`src/rtl/bus_receiver.sv`:
```
// Shared-bus receiver: latches the bus word into the strobed destinations and
// tracks bus faults (driver contention, loads from a floating bus) with a sticky error FSM.
module bus_receiver #(
  parameter int BUS_WIDTH   = 16,
  parameter int NUM_DRIVERS = 9,
  parameter int REG8_WIDTH  = 8,
  parameter int ADDR_WIDTH  = 16
) (
  input  logic                   i_clk,
  input  logic                   i_rst_n,
  input  logic [BUS_WIDTH-1:0]   i_bus_data,
  input  logic [NUM_DRIVERS-1:0] i_drive_valid,
  input  logic                   i_a_reg_load,
  input  logic                   i_b_reg_load,
  input  logic                   i_c_reg_load,
  input  logic                   i_t_reg_load,
  input  logic                   i_memory_addr_reg_load,
  input  logic                   i_program_counter_load,
  input  logic                   i_ram_load,
  input  logic                   i_clear_error,
  output logic [REG8_WIDTH-1:0]  o_a_reg,
  output logic [REG8_WIDTH-1:0]  o_b_reg,
  output logic [REG8_WIDTH-1:0]  o_c_reg,
  output logic [REG8_WIDTH-1:0]  o_t_reg,
  output logic [ADDR_WIDTH-1:0]  o_memory_addr_reg,
  output logic [ADDR_WIDTH-1:0]  o_program_counter_load_value,
  output logic                   o_program_counter_load_pulse,
  output logic                   o_ram_wr_en,
  output logic [REG8_WIDTH-1:0]  o_ram_wr_data,
  output logic                   o_error,
  output logic [1:0]             o_error_code,
  output logic [NUM_DRIVERS-1:0] o_error_drivers,
  output logic [7:0]             o_error_count
);

  localparam int EXT_A     = (BUS_WIDTH > ADDR_WIDTH) ? BUS_WIDTH : ADDR_WIDTH;
  localparam int EXT_WIDTH = (EXT_A > REG8_WIDTH) ? EXT_A : REG8_WIDTH;

  localparam logic [1:0] CODE_CONTENTION = 2'b01;
  localparam logic [1:0] CODE_FLOATING   = 2'b10;

  typedef enum logic {
    CLEAN = 1'b0,
    ERROR = 1'b1
  } err_state_t;

  err_state_t state, state_next;

  logic                   contention;
  logic                   any_load;
  logic                   floating;
  logic                   error_event;
  logic                   accept;
  logic [EXT_WIDTH-1:0]   ext_word;
  logic [1:0]             code_next;
  logic [NUM_DRIVERS-1:0] drivers_next;
  logic [7:0]             count_next;
  logic [7:0]             count_inc;

  // Clearing the lowest set bit leaves something behind only if two or more drivers are on.
  assign contention  = |(i_drive_valid & (i_drive_valid - NUM_DRIVERS'(1)));
  assign any_load    = i_a_reg_load | i_b_reg_load | i_c_reg_load | i_t_reg_load |
                       i_memory_addr_reg_load | i_program_counter_load | i_ram_load;
  assign floating    = any_load & ~(|i_drive_valid);
  assign error_event = contention | floating;
  assign accept      = ~contention;
  assign count_inc   = (o_error_count == 8'hFF) ? 8'hFF : o_error_count + 8'd1;
  assign o_error     = (state == ERROR);

  // Zero-extend so each destination can take its low bits whatever the relative widths.
  always_comb begin
    ext_word = '0;
    ext_word[BUS_WIDTH-1:0] = floating ? '0 : i_bus_data;
  end

  always_ff @(posedge i_clk or negedge i_rst_n) begin
    if (!i_rst_n) begin
      o_a_reg                      <= '0;
      o_b_reg                      <= '0;
      o_c_reg                      <= '0;
      o_t_reg                      <= '0;
      o_memory_addr_reg            <= '0;
      o_program_counter_load_value <= '0;
      o_program_counter_load_pulse <= 1'b0;
      o_ram_wr_en                  <= 1'b0;
      o_ram_wr_data                <= '0;
    end else begin
      o_program_counter_load_pulse <= accept & i_program_counter_load;
      o_ram_wr_en                  <= accept & i_ram_load;
      if (accept) begin
        if (i_a_reg_load)           o_a_reg <= ext_word[REG8_WIDTH-1:0];
        if (i_b_reg_load)           o_b_reg <= ext_word[REG8_WIDTH-1:0];
        if (i_c_reg_load)           o_c_reg <= ext_word[REG8_WIDTH-1:0];
        if (i_t_reg_load)           o_t_reg <= ext_word[REG8_WIDTH-1:0];
        if (i_memory_addr_reg_load) o_memory_addr_reg <= ext_word[ADDR_WIDTH-1:0];
        if (i_program_counter_load) o_program_counter_load_value <= ext_word[ADDR_WIDTH-1:0];
        if (i_ram_load)             o_ram_wr_data <= ext_word[REG8_WIDTH-1:0];
      end
    end
  end

  always_ff @(posedge i_clk or negedge i_rst_n) begin
    if (!i_rst_n) state <= CLEAN;
    else          state <= state_next;
  end

  // A same-cycle error overrides a clear, so the clear is applied first and the event on top.
  always_comb begin
    state_next   = state;
    code_next    = o_error_code;
    drivers_next = o_error_drivers;
    count_next   = o_error_count;
    if (i_clear_error) begin
      state_next   = CLEAN;
      code_next    = '0;
      drivers_next = '0;
      count_next   = '0;
    end
    if (error_event) begin
      state_next = ERROR;
      if (state == CLEAN || i_clear_error) begin
        code_next    = contention ? CODE_CONTENTION : CODE_FLOATING;
        drivers_next = i_drive_valid;
      end
      count_next = i_clear_error ? 8'd1 : count_inc;
    end
  end

  always_ff @(posedge i_clk or negedge i_rst_n) begin
    if (!i_rst_n) begin
      o_error_code    <= '0;
      o_error_drivers <= '0;
      o_error_count   <= '0;
    end else begin
      o_error_code    <= code_next;
      o_error_drivers <= drivers_next;
      o_error_count   <= count_next;
    end
  end

endmodule

```
`config.mk`:
```
export PLATFORM = sky130hd
export DESIGN_NAME = bus_receiver
export DESIGN_NICKNAME = d
export VERILOG_FILES = /design/src/rtl/bus_receiver.sv
export SDC_FILE = /design/constraint.sdc
export NUM_CORES = 1
export LEC_CHECK = 0
export ABC_AREA = 1
export CORE_MARGIN = 2
export CORE_UTILIZATION = 43
export DETAILED_ROUTE_END_ITERATION = 16
export GPL_TIMING_DRIVEN = 0
export HOLD_SLACK_MARGIN = 0.12
export PLACE_DENSITY = 0.78
export SYNTH_ARGS = -nofsm -noshare
export SYNTH_HDL_FRONTEND = slang
export SYNTH_SLANG_ARGS = --single-unit
```
`constraint.sdc`:
```
create_clock -name i_clk -period 1.19 [get_ports i_clk]
set_input_delay 0.119 -clock i_clk [delete_from_list [all_inputs] [get_ports i_clk]]
set_output_delay 0.119 -clock i_clk [all_outputs]
set_load 0.02 [all_outputs]
```
# --- After elaboration in Yosys (flattened, before gate mapping) ---
# Cells that the tools add are included.
word_totals:
  regBits: 94
  wordCells: 55
op_classes:
  n_addsub: 2
  n_eq_ne: 1
  muxes: 14
  n_bitwise: 14
  n_reduce_logical: 11
ops:
  columns: ["operator", "n"]
  rows:
  - ["2-to-1 mux 8 bit", 4]
  - ["2-to-1 mux 9 bit", 3]
  - ["OR reduction 9 bit", 2]
  - ["2-to-1 mux 16 bit", 1]
  - ["AND reduction 2 bit", 7]
  - ["bitwise AND 9 bit", 1]
  - ["subtractor 9 x 1 -> 9 bit (second input constant)", 1]
  - ["adder 8 x 1 -> 8 bit (second input constant)", 1]
  - ["== test 8 bit (second input constant)", 1]
  - ["2-to-1 mux 2 bit", 4]
  - ["OR 1 bit", 7]
  - ["bitwise AND 1 bit", 3]
  - ["NOT 1 bit", 3]
  - ["2-to-1 mux 1 bit", 2]
  - ["nonzero test 2 bit", 1]
  - ["logical OR 1 bit", 1]

# --- Depth between registers and ports, before layout ---
depth:
  ltp_word: 9
  ltp_mapped: 11
  mapped_depth_nobuf: 10

# --- Least setup slack after synthesis ---
# Ideal clock, no wire load.
synth_timing:
  path_type: "register to register"
  start: "register o_error_count[1]"
  end: "register o_error_count[1]"
  setup_time_ps: 66
  t_arrival_ps: 1319
  setup_slack_ps: -195
  stages_incl_launch_ff: 10
  n_path_buf: 0
  path_cell_list: "dfrtp_1 -> ha_1 -> nand2_1 -> nor2_1 -> nand3_1 -> inv_1 -> nor2_1 -> nor2_1 -> nand2_1 -> nand2_1"
synth_between:
  elab_chain_cells: 4
  elab_cells_between_ends: 5
  classes_between: "add/sub (1); eq/ne (1); mux (3)"
synth_rtl:
  columns: ["element", "line_no", "source"]
  rows:
  - ["start, declared", "33", "output logic [7:0] o_error_count"]
  - ["start signal, assigned", "137", "o_error_count <= count_next;"]
  - ["adder 8 x 1 -> 8 bit or == test 8 bit (tied branches)", "67", "assign count_inc = (o_error_count == 8'hFF) ? 8'hFF : o_error_count + 8'd1;"]
  - ["2-to-1 mux 8 bit *", "67", null]
  - ["2-to-1 mux 8 bit *", "125", "count_next = i_clear_error ? 8'd1 : count_inc;"]
  - ["2-to-1 mux 8 bit *", "119", "if (error_event) begin"]
# Mark *: on every way between the ends. The rest lies on a longest branch, timed or not.
# A chain may end at the register's enable or synchronous reset.

# --- Final worst setup path ---
layout_timing:
  start: "register o_error_count[0]"
  end: "register o_error_count[4]"
# Same word-level chain as after synthesis.

==> flow_summary.toml <==
[timing]
worst_slew_margin_rel_pct = 66.1
final_max_slew_viol_count = 0
fin_crit_sh_pct = 116
finalSetupViolations = 78
fin_crit_ps = 1380
rsz0062_at_grt = "true"
fin_ws_ps = -186
clock_skew_ps = 3.42
worst_pin_slew_ps = 508
hold_violations = 0
timing.fmax_mhz = 727

[clock_tree]
cts_sinks = 94
root_buffer = "clkbuf_8"
insertion_delay_ps = 350
cts.clk_slew.worst_paths_ps = 100
cts_htree_levels = 3
cts_buffer_depth = 2
tritoncts.num_buffers = 9
cts_tree = "done"

[flow_run]
drv_cap = 0

[placement]
gp_congestion = 0.924
place_hpwl_mm = 8.57
io_buffers = 128
dp_slack_ps = -954

[final_layout]
drive_gt1_share_pct = 40.6
nNetsFinal = 775
antennaDiodeCount = 0
syn2layout_area_growth_pct = 56.8
utilization_pct = 69.5

[min_path]
whs_path_depth = 5
hp-start = "i_drive_valid[1]"
min_to = "o_error_drivers[1]$_DFF_PN0_"
hp-class = "primary input to register"

[floorplanning]
die_y_um = 104
die_x_um = 104
coreArea_um2 = 9770
rows = 36
initial_core_util_pct = 44.3
die_area_um2 = 10900
pin_count = 129

[worst_setup_path]
path_buf_inv = 0
rr_startpoint = "o_error_count[0]$_DFFE_PN0P_"
ff2ff_path_depth = 7
cp.required_ps = 1440
end_kind = "register"
slowest_delay_ps = 460
worstPathArrival_ps = 1620
crit_slowest_cell = "dfrtp_2"
crit_fanout = 4
worst_path_most_repeated_cell = "nand2_1"
path_delay_family = "flip-flops"
worstReg2RegEnd = "o_error_count[4]$_DFFE_PN0P_"
r2r_slack_ps = -190
cp-start-kind = "register"
cp_cell_sequence = "ha_4 -> nand2_4 -> nor2_1 -> xnor2_1 -> a21oi_1 -> nand2_1 -> nand2_1"
critical_path_class = "register to register"

[power]
powerDensity_nw_per_um2 = 1140
leakage_nw = 3.67
ir_worst_vdd_v = 0.000679

[status]
violations = "setup timing"
status = "complete, but fails checks"

[drt]
drc = 0
route.vias.total = 4347
post_drt_wl_per_cell_um = 15.9
ant_nets = 0
vias_per_cell = 4.96
first_iter_violations = 234
drt_wl_total_mm = 13.9
drtPass1Iterations = 5

[synth]
syn_area_um2 = 4330
synthCells = 549
synthesis.nets = 585
synth-seq-cells = 94
synth_area_per_cell_um2 = 7.89
synth_seq_area_share_pct = 54.3
synth_warnings = 0
synth.distinct_cells = 23

[global_route]
grt_max_degree = 59
grt_use_total_pct = 23.8
antenna_found_initial = 0
grt_pass1_wl_mm = 20.9
grt_overflow = 0
grt_pass1_vias = 4235
[cells in the mapped netlist, drive strengths merged]
cell / n / share of area [%]
nand2: 308 / 27
dfrtp: 94 / 54
inv: 42 / 3.6
nor2: 35 / 5.8
o21ai: 26 / 3.0
nand3: 17 / 2.2
buf: 8 / 1.3
nand4: 8 / 1.2
clkbuf: 5 / 0.43
a21oi: 2 / 0.23
ha: 1 / 0.29
nand3b: 1 / 0.17
nor3: 1 / 0.12
xnor2: 1 / 0.20
[metal layers]
metal / vias up / routed length [um] / global-route usage [%] / part of all wire, %
met2: 161 / 7100 / 40.9 / 51
met4: 0 / 188 / 6.76 / 1.3
met3: 19 / 1130 / 6.20 / 8.1
met5: - / 0 / 0 / 0
li1: 2061 / - / - / -
met1: 2106 / 5520 / 29.6 / 40
[timing repair]
item                       4_1_cts  5_1_grt
cloned                           2        4
hold endpoints to repair        37        3
resized for setup              322      190
setup endpoints to repair      188      151
hold buffers                     2        3
pin swaps                       39       70
buffers inserted                17       24
[worst max path at each step]
stage                            startpoint                                     endpoint  cells past startpoint
6_report       o_error_count[0]$_DFFE_PN0P_                 o_error_count[4]$_DFFE_PN0P_                      7
5_1_grt        o_error_count[0]$_DFFE_PN0P_                 o_error_count[4]$_DFFE_PN0P_                      7
4_1_cts        o_error_count[0]$_DFFE_PN0P_                 o_error_count[1]$_DFFE_PN0P_                      9
3_5_place_dp         i_memory_addr_reg_load                       o_a_reg[7]$_DFFE_PN0P_                     10
3_3_place_gp                        i_rst_n                 o_error_count[0]$_DFFE_PN0P_                      1
2_1_floorplan              i_drive_valid[1]  o_program_counter_load_value[6]$_DFFE_PN0P_                     10
[worst reg2reg max path, delay by kind of cell (launching register included)]
| family | cells | cell delay (ps) |
|---|---|---|
| xor gates and xnor gates | 1 | 200 |
| DFF | 1 | 460 |
| and+or+nand+nor | 4 | 310 |
| adders and majority gates | 1 | 180 |
| AOI/OAI and AO/OA | 1 | 110 |
[kinds of logic (layout without fill, tap and decap cells)]
logic type      Yosys count  count (layout)  synth area share, %
buf+inv                  55             248                 5.34
flops                    94              94                 54.3
fa+ha+maj                 1               1                0.289
xor+xnor                  1               1                0.202
compound gates           28              28                 3.23
simple gates            370             372                 36.6
[cell usage in the layout (no fill, tap or decap), types with 5 or more instances in the layout]
cell type	instances
nand4_1	8
dfrtp_1	88
nand2_1	246
nand3_1	7
clkdlybuf4s15_2	26
clkbuf_2	55
buf_12	7
inv_1	19
inv_2	14
dfrtp_2	6
o21ai_0	12
nor2_4	17
nand3_2	6
clkdlybuf4s15_1	12
nand2_2	42
clkbuf_8	9
clkdlybuf4s50_1	16
nor2_2	6
buf_2	14
dlygate4sd3_1	5
nor2_1	11
o21ai_1	11
buf_4	26
buf_6	18
inv_4	6
nand2_4	17
[power by group]
part	switching [mW]	total, mW	leakage, nW	internal (mW)
logic	1.08	1.74	2.31	0.659
registers	0.202	3.70	1.25	3.50
clock network	1.25	2.27	0.108	1.02
[final cells by class]
cell class / instances / area [um^2]
Fill cell: 767 / 2980
Sequential cell: 94 / 2360
Multi-Input combinational cell: 402 / 2200
Timing Repair Buffer: 178 / 1540
Inverter: 42 / 188
Tap cell: 133 / 166
Buffer: 12 / 131
Clock buffer: 9 / 124
Clock inverter: 7 / 87.6
[per-stage QoR]
stage                     TNS [ps]  total power [mW]  instance area (um^2)  hold slack [ps]  std cells
after global placement     -396800              5.48                  5850              454        810
after CTS                     -343              7.71                  6440              146        848
final                        -4560              7.72                  6790              111        877
after global routing         -9390              8.07                  6790              149        877
after detailed placement    -75680              5.53                  5880              120        811
after floorplan              -2650              4.54                  4410             -177        549
Power figures use the tool's default switching activity.
